$ cat config.mk
export PLATFORM = sky130hd
export DESIGN_NAME = dfx_mbist_en_sync_mc
export DESIGN_NICKNAME = d
export VERILOG_FILES = /design/src/rtl/dfx_mbist_en_sync_mc.sv
export SDC_FILE = /design/constraint.sdc
export NUM_CORES = 1
export LEC_CHECK = 0
export BUFFER_PORTS_ARGS = -buffer_cell sky130_fd_sc_hd__buf_4
export CAP_MARGIN = 20
export CELL_PAD_IN_SITES_DETAIL_PLACEMENT = 0
export CELL_PAD_IN_SITES_GLOBAL_PLACEMENT = 1
export CORE_MARGIN = 2
export CORE_UTILIZATION = 43
export DETAILED_ROUTE_END_ITERATION = 10
export GPL_TIMING_DRIVEN = 0
export PLACE_DENSITY = 0.77
export RECOVER_POWER = 50
export SYNTH_ARGS = -nofsm -noshare
export SYNTH_HDL_FRONTEND = slang
export SYNTH_SLANG_ARGS = --single-unit
$ cat constraint.sdc
create_clock -name clk -period 0.8 [get_ports clk]
set_input_delay 0.04 -clock clk [delete_from_list [all_inputs] [get_ports clk]]
set_output_delay 0.04 -clock clk [all_outputs]
set_load 0.01 [all_outputs]
$ cat src/rtl/dfx_mbist_en_sync_mc.sv
// Multi-channel MBIST enable synchronizer with staggered grant sequencer.
// Optional per-channel glitch filter: define DFX_MBIST_EN_SYNC_FILTER_EN.

module dfx_mbist_en_sync_ch #(
  parameter int SYNC_STAGES = 2,
  parameter int FILT_CYC    = 3
) (
  input  logic clk,
  input  logic rst,
  input  logic en_in,
  output logic en_eff
);
  logic [SYNC_STAGES-1:0] sync_q;

  always_ff @(posedge clk or posedge rst)
    if (rst) sync_q <= '0;
    else     sync_q <= {sync_q[SYNC_STAGES-2:0], en_in};

`ifdef DFX_MBIST_EN_SYNC_FILTER_EN
  localparam int FW = $clog2(FILT_CYC + 1);
  localparam logic [FW-1:0] F_LAST = FW'(FILT_CYC - 1);

  logic          filt;
  logic [FW-1:0] cnt;

  // Flip only after FILT_CYC consecutive mismatching samples; any match restarts.
  always_ff @(posedge clk or posedge rst)
    if (rst) begin
      filt <= 1'b0;
      cnt  <= '0;
    end else if (sync_q[SYNC_STAGES-1] != filt) begin
      if (cnt == F_LAST) begin
        filt <= sync_q[SYNC_STAGES-1];
        cnt  <= '0;
      end else begin
        cnt  <= cnt + 1'b1;
      end
    end else begin
      cnt <= '0;
    end

  assign en_eff = filt;
`else
  assign en_eff = sync_q[SYNC_STAGES-1];
`endif
endmodule

module dfx_mbist_en_sync_mc #(
  parameter int NUM_CH      = 4,
  parameter int SYNC_STAGES = 2,
  parameter int STAGGER_CYC = 8,
  parameter int FILT_CYC    = 3
) (
  input  logic              clk,
  input  logic              rst,
  input  logic [NUM_CH-1:0] en_in,
  output logic [NUM_CH-1:0] en_out,
  output logic              busy,
  output logic              en_all_active
);
  localparam int CW = $clog2(STAGGER_CYC + 1);
  localparam logic [CW-1:0] LOAD = CW'(STAGGER_CYC - 1);

  if (NUM_CH < 1 || NUM_CH > 32 || SYNC_STAGES < 2 || STAGGER_CYC < 1 || FILT_CYC < 1) begin : g_param_err
    $error("dfx_mbist_en_sync_mc: parameter out of range");
  end

  // Release chain: async set into reset, ones shift in to deassert.
  logic [SYNC_STAGES-1:0] rst_chain;
  logic                   rst_int;

  always_ff @(posedge clk or posedge rst)
    if (rst) rst_chain <= '0;
    else     rst_chain <= {rst_chain[SYNC_STAGES-2:0], 1'b1};

  assign rst_int = ~rst_chain[SYNC_STAGES-1];

  logic [NUM_CH-1:0] en_eff;

  for (genvar i = 0; i < NUM_CH; i++) begin : g_ch
    dfx_mbist_en_sync_ch #(
      .SYNC_STAGES (SYNC_STAGES),
      .FILT_CYC    (FILT_CYC)
    ) u_ch (
      .clk    (clk),
      .rst    (rst_int),
      .en_in  (en_in[i]),
      .en_eff (en_eff[i])
    );
  end

  typedef enum logic {IDLE, GAP} state_t;

  state_t            state;
  logic [CW-1:0]     cnt;
  logic [NUM_CH-1:0] pending, grant, kept;

  assign pending = en_eff & ~en_out;
  assign kept    = en_out & en_eff;

  // Descending scan so the lowest-index pending bit wins.
  always_comb begin
    grant = '0;
    for (int i = NUM_CH - 1; i >= 0; i--)
      if (pending[i]) grant = NUM_CH'(1) << i;
  end

  always_ff @(posedge clk or posedge rst_int)
    if (rst_int) begin
      state         <= IDLE;
      cnt           <= '0;
      en_out        <= '0;
      busy          <= 1'b0;
      en_all_active <= 1'b0;
    end else begin
      en_all_active <= &en_out;
      case (state)
        IDLE: begin
          if (|pending) begin
            en_out <= kept | grant;
            if (STAGGER_CYC > 1) begin
              cnt   <= LOAD;
              state <= GAP;
              busy  <= 1'b1;
            end
          end else begin
            en_out <= kept;
          end
        end
        GAP: begin
          if (cnt != '0) begin
            cnt    <= cnt - 1'b1;
            en_out <= kept;
          end else if (|pending) begin
            en_out <= kept | grant;
            cnt    <= LOAD;
          end else begin
            en_out <= kept;
            state  <= IDLE;
            busy   <= 1'b0;
          end
        end
      endcase
    end
endmodule

; ---- Word level (Yosys, flattened, before mapping)
; Cells that the tools add are included.
[word_totals]
inputBits = 6
register_bits = 21
wordCells = 40
output_inout_bits = 6
[op_classes]
n_bitwise = 5
addsub = 1
reduce_logical = 4
n_eq_ne = 3
mux = 17
[ops]
columns = cell, n
row1 = $mux 4, 8
row2 = $pmux 4 s2, 2
row3 = $and 4x4->4, 2
row4 = $ne 2x2->1 const B, 3
row5 = $mux 1, 5
row6 = $not 4->4, 1
row7 = $or 4x4->4, 1
row8 = $pmux 1 s2, 2
row9 = $reduce_and 4->1, 1
row10 = $reduce_bool 4->1, 1
row11 = $reduce_or 4->1, 1
row12 = $sub 4x1->4 const B, 1
row13 = $reduce_and 3->1, 1
row14 = $not 1->1, 1

; ---- Depth between registers and ports, before layout
[logic_depth]
depth_word = 10
mapped_depth = 6
depth_no_buf = 6

; ---- Hierarchy
; From an unflattened synthesis, not the netlist that was laid out.
[hier_totals]
cells_unflattened = 62
hier_area_um2 = 809.5
[by_module_without_submodules]
columns = mod, area_each_um2, seq_area_each_um2, cells_per_inst, instances
row1 = dfx_mbist_en_sync_mc, 594.3, 325.3, 50, 1
row2 = dfx_mbist_en_sync_ch, 53.8, 50.0, 3, 4

; ---- Worst setup path before layout
; No wires, ideal clock.
[synth_timing]
path_type = register to register
start = register cnt[0]
end = register en_out[3]
t_arrival_ns = 1.204
n_path_buf = 0
required_ns = 0.734
synth_period_minus_slack_ns = 1.270
path_stages_with_launch = 7
slack_ns = -0.470
setup_ns = 0.066
path_cell_list = dfrtp_1 inv_1 ha_1 nand2b_1 o21a_1 nor3_1 a22o_1
[synth_between]
elab_chain_len = 3
[synth_rtl]
columns = element, line
row1 = "start, declared", 95  ; logic [CW-1:0] cnt;
row2 = "start signal, assigned", 132  ; cnt <= cnt - 1'b1;
row3 = $reduce_bool 4->1, 131  ; if (cnt != '0) begin
row4 = $mux 4, 131
row5 = $pmux 4 s2, 117  ; case (state)
row6 = "end signal, assigned", 120  ; en_out <= kept | grant;
row7 = "end signal, assigned", 133  ; en_out <= kept;
row8 = "end signal, assigned", 135  ; en_out <= kept | grant;
row9 = "end, declared", 57  ; output logic [NUM_CH-1:0] en_out,
; No other way between the ends.
; A chain may end at the register's enable or synchronous reset.

; ---- Worst setup path in the final report
[layout_timing]
start = register g_ch[2].u_ch.sync_q[1]
end = register busy
[layout_between]
elab_chain_len = 4
word_cells_on_any_way = 5
cone_classes = 2 x eq/ne / 1 x bitwise / 2 x reduce/logical
[layout_rtl]
columns = element, line
row1 = "start, declared", 13  ; logic [SYNC_STAGES-1:0] sync_q;
row2 = "start signal, assigned", 17  ; else sync_q <= {sync_q[SYNC_STAGES-2:0], en_in};
row3 = $and 4x4->4 (*), 98  ; assign pending = en_eff & ~en_out;
row4 = $reduce_or 4->1 (*), "119, 134"
row5 = $ne 2x2->1 (no source line), --
row6 = $reduce_and 3->1 (no source line) (*), --
row7 = "end signal, assigned", 113  ; busy <= 1'b0;
row8 = "end signal, assigned", 124  ; busy <= 1'b1;
row9 = "end signal, assigned", 140  ; busy <= 1'b0;
row10 = "end, declared", 58  ; output logic busy,
; Every way passes the cells marked *; elsewhere a longest branch is shown, timed or not.

==> results.cfg <==
[placed_design]
pre_cts_ws_ns = -0.591
last_weighted_congestion_value_of_the_routability_driven_placer = 0.694
dp_hpwl_um = 837
port_buffers = 11
number_of_cells_after_detailed_placement = 92

[final_layout]
n_antenna_cell = 0
multi_input_area_um2 = 287
fin_cells = 105
nNetsFinal = 88
final_layout_size_suffix_gt1_share_pct = 48.8
regArea_um2 = 531
layout.filler_cells = 132
area_growth_pct = 40.0

[synthesis]
synth_seq_cells = 21
synth_enable_flop_cells = 0
synth_fp_nets = 63
ys_async_sr_fraction_pct = 100
ys_warn_count = 0
synth_cell_types = 24
share_of_the_synthesized_area_in_the_top_cell_type_pct = 67.5
synthesis.area_um2 = 778
syn_avg_cell_area_um2 = 13.9
yosysSeqAreaShare_pct = 67.5
synthFlopType = sky130_fd_sc_hd__dfrtp_1
synth_largest_area_cell = sky130_fd_sc_hd__dfrtp_1
netlist_top_cells_area = sky130_fd_sc_hd__dfrtp_1 68%, sky130_fd_sc_hd__o21a_1 3.9%, sky130_fd_sc_hd__a2111oi_4 3.5%, sky130_fd_sc_hd__inv_1 2.4%, sky130_fd_sc_hd__nor2b_1 2.4%
post_synth_inst_count = 56

[cts]
clk-insertion-delay-late_ns = 0.29
cts_buffer_depth = 2
clock-root-buffer = sky130_fd_sc_hd__clkbuf_4
tritoncts = done
sink_count = 21
clock_tree.htree_level_count = 1
cts.reportedPaths.clkPinSlew_ns = 0.11
cts_made_buffers = 3

[setup_path]
critical_path.startpoint_type = flip-flop
delay_contributed_by_the_slowest_stage_of_the_critical_path_ns = 0.39
critical_path.endpoint_type = flip-flop
timing.critical_path.arrival_ns = 1.51
critical_path_peak_fanout = 3
critical_path.cell_chain = nor2b_4, a2111oi_4, buf_4, o21ba_2, a21oi_1
critPathTopFamily = compound AO/OA/AOI/OAI gates
cp_num_buf_inv = 1
worst-setup-path-type = reg2reg
critical-path-slowest-cell = sky130_fd_sc_hd__dfrtp_1
critPathRequiredTime_ns = 0.98

[sta]
final.setup.worst_slack_ns = -0.529
final.min_clock_period_ns = 1.33
finalHoldViolations = 0
timing.setup.tns_ns = -5.16
report.final.slew_viol_count = 0
rsz0062_at_grt = true
period_share_pct = 166
setup_viol_count_final = 17
clock_skew_ns = 0.00314
fmax_mhz = 753

[route]
route.detailed.drc = 0
met1Wirelength_um = 597
detailroute.via_count = 466
viasPerCell = 4.44
ant_nets = 0
wl_met3_um = 25
detail_route.first_pass.iterations = 2
avgRoutedWirePerCell_um = 11.4
routed_wl_um = 1200
dr.first_iter.drc_count = 2
met2RoutedLength_um = 559
top_layer_used = met4

[floorplanning]
dieArea_um2 = 2170
design.core.area_um2 = 1710
chipHeight_um = 46.5
rows = 15
initial_utilization_pct = 45.6
pin_count = 12
die_width_um = 46.5

[grt]
grt_max_degree = 20
globalRouteOverflowTotal = 0
first_pass_grt_wire_length_um = 2050
globalRouteTotalUtil_pct = 14.3
first_global_vias = 470
grt_antenna_before_repair = 0

[power]
leakagePower_nw = 0.487
vdd_drop_max_mv = 1.50
power.total_mw = 3.01
cellPowerDensity_nw_per_um2 = 2760

[run_status]
failed_checks = setup timing
result_of_the_run = finished, violations left

[hold_path]
worst_hold_path_type = in2async

[run]
max_cap_violations = 0
tightest hold or removal path: stages:
cell and delay [ns]:
sky130_fd_sc_hd__dlygate4sd3_1 0.53, sky130_fd_sc_hd__clkbuf_4 0.13, sky130_fd_sc_hd__inv_1 0.07
report_power, final:
group | internal (mW) | switching, mW | leakage, nW
registers | 1.26 | 0.185 | 0.248
clock network | 0.194 | 0.301 | 0.0150
logic | 0.648 | 0.422 | 0.224
flip-flops by register name (all words and copies together), names as in the netlist:
register          count
busy                  1
cnt                   4
en_all_active         1
en_out                4
g_ch.u_ch.sync_q      8
rst_chain             2
state                 1
kinds of logic after synthesis:
logic type      count (synthesis)  share of synthesized area (%)
flops                          21                           67.5
compound gates                 14                           15.8
simple gates                   12                           10.4
buf+inv                         6                           2.89
mux                             1                           1.29
fa+ha+maj                       1                           1.61
other cells                     1                          0.482
through the flow:
stage,hold slack (ns),area [µm²],utilization (%)
floorplan,-0.219,813,-
global placement,-0.101,927,54.3
detailed placement,-0.100,927,54.3
CTS,0.118,1050,61.5
global route,0.135,1090,63.8
finish,0.125,1090,63.8
worst paths after layout:
| path | start | slack, ns | end | cells after the start |
|---|---|---|---|---|
| worst min register to register | rst_chain[1] | 0.20 | state | 0 |
| max in group asynchronous | rst_chain[1] | 0.30 | en_out[2] | 0 |
| min in group clk | g_ch[2].u_ch.sync_q[0] | 0.36 | g_ch[2].u_ch.sync_q[1] | 0 |
| worst max-delay path | g_ch[2].u_ch.sync_q[1] | -0.53 | busy | 5 |
| worst max register to register | g_ch[2].u_ch.sync_q[1] | -0.53 | busy | 5 |
| worst min-delay path | rst | 0.12 | rst_chain[0] | 3 |
placed cells by master (no fill, tap or decap), drive strengths merged:
cell	instances
o21a	4
o21ba	1
ha	1
mux2i	1
and4	1
inv	5
and2	1
nor2	2
a21oi	2
a22o	1
a2111oi	1
conb	1
buf	11
o211ai	1
clkbuf	9
dlygate4sd3	5
o21ai	1
nor3	1
o31ai	1
nand2b	2
nor2b	4
nand3	1
a32oi	1
dfrtp	21
a22oi	1
final cells by class:
| type | instances | area share, % |
|---|---|---|
| clock buffer | 4 | 2.41 |
| inverter | 5 | 1.72 |
| multi-input combinational | 29 | 26.3 |
| sequential | 21 | 48.7 |
| tap | 25 | 2.87 |
| timing repair buffer | 21 | 18.0 |
synth_stat cells, types with 2 or more instances:
cell and count:
sky130_fd_sc_hd__dfrtp_1 21, sky130_fd_sc_hd__inv_1 5, sky130_fd_sc_hd__o21a_1 4, sky130_fd_sc_hd__nor2b_1 3, sky130_fd_sc_hd__a21oi_1 2, sky130_fd_sc_hd__nand2b_1 2
sky130_fd_sc_hd__nor2_1 2
what timing repair did:
item | CTS | global route
setup endpoints to repair | 35 | 17
buffers inserted | 3 | 2
pin swaps | 3 | 2
endpoints found under the hold margin | 6 | 0
gates resized for setup | 8 | 9
hold buffers | 5 | 0
layer usage:
metal	GRT usage [%]	vias up
met5	0	-
met4	10.3	0
met3	2.35	2
met2	20.0	7
met1	20.0	219
li1	-	238
No activity file was read; power rests on OpenSTA's default activity.
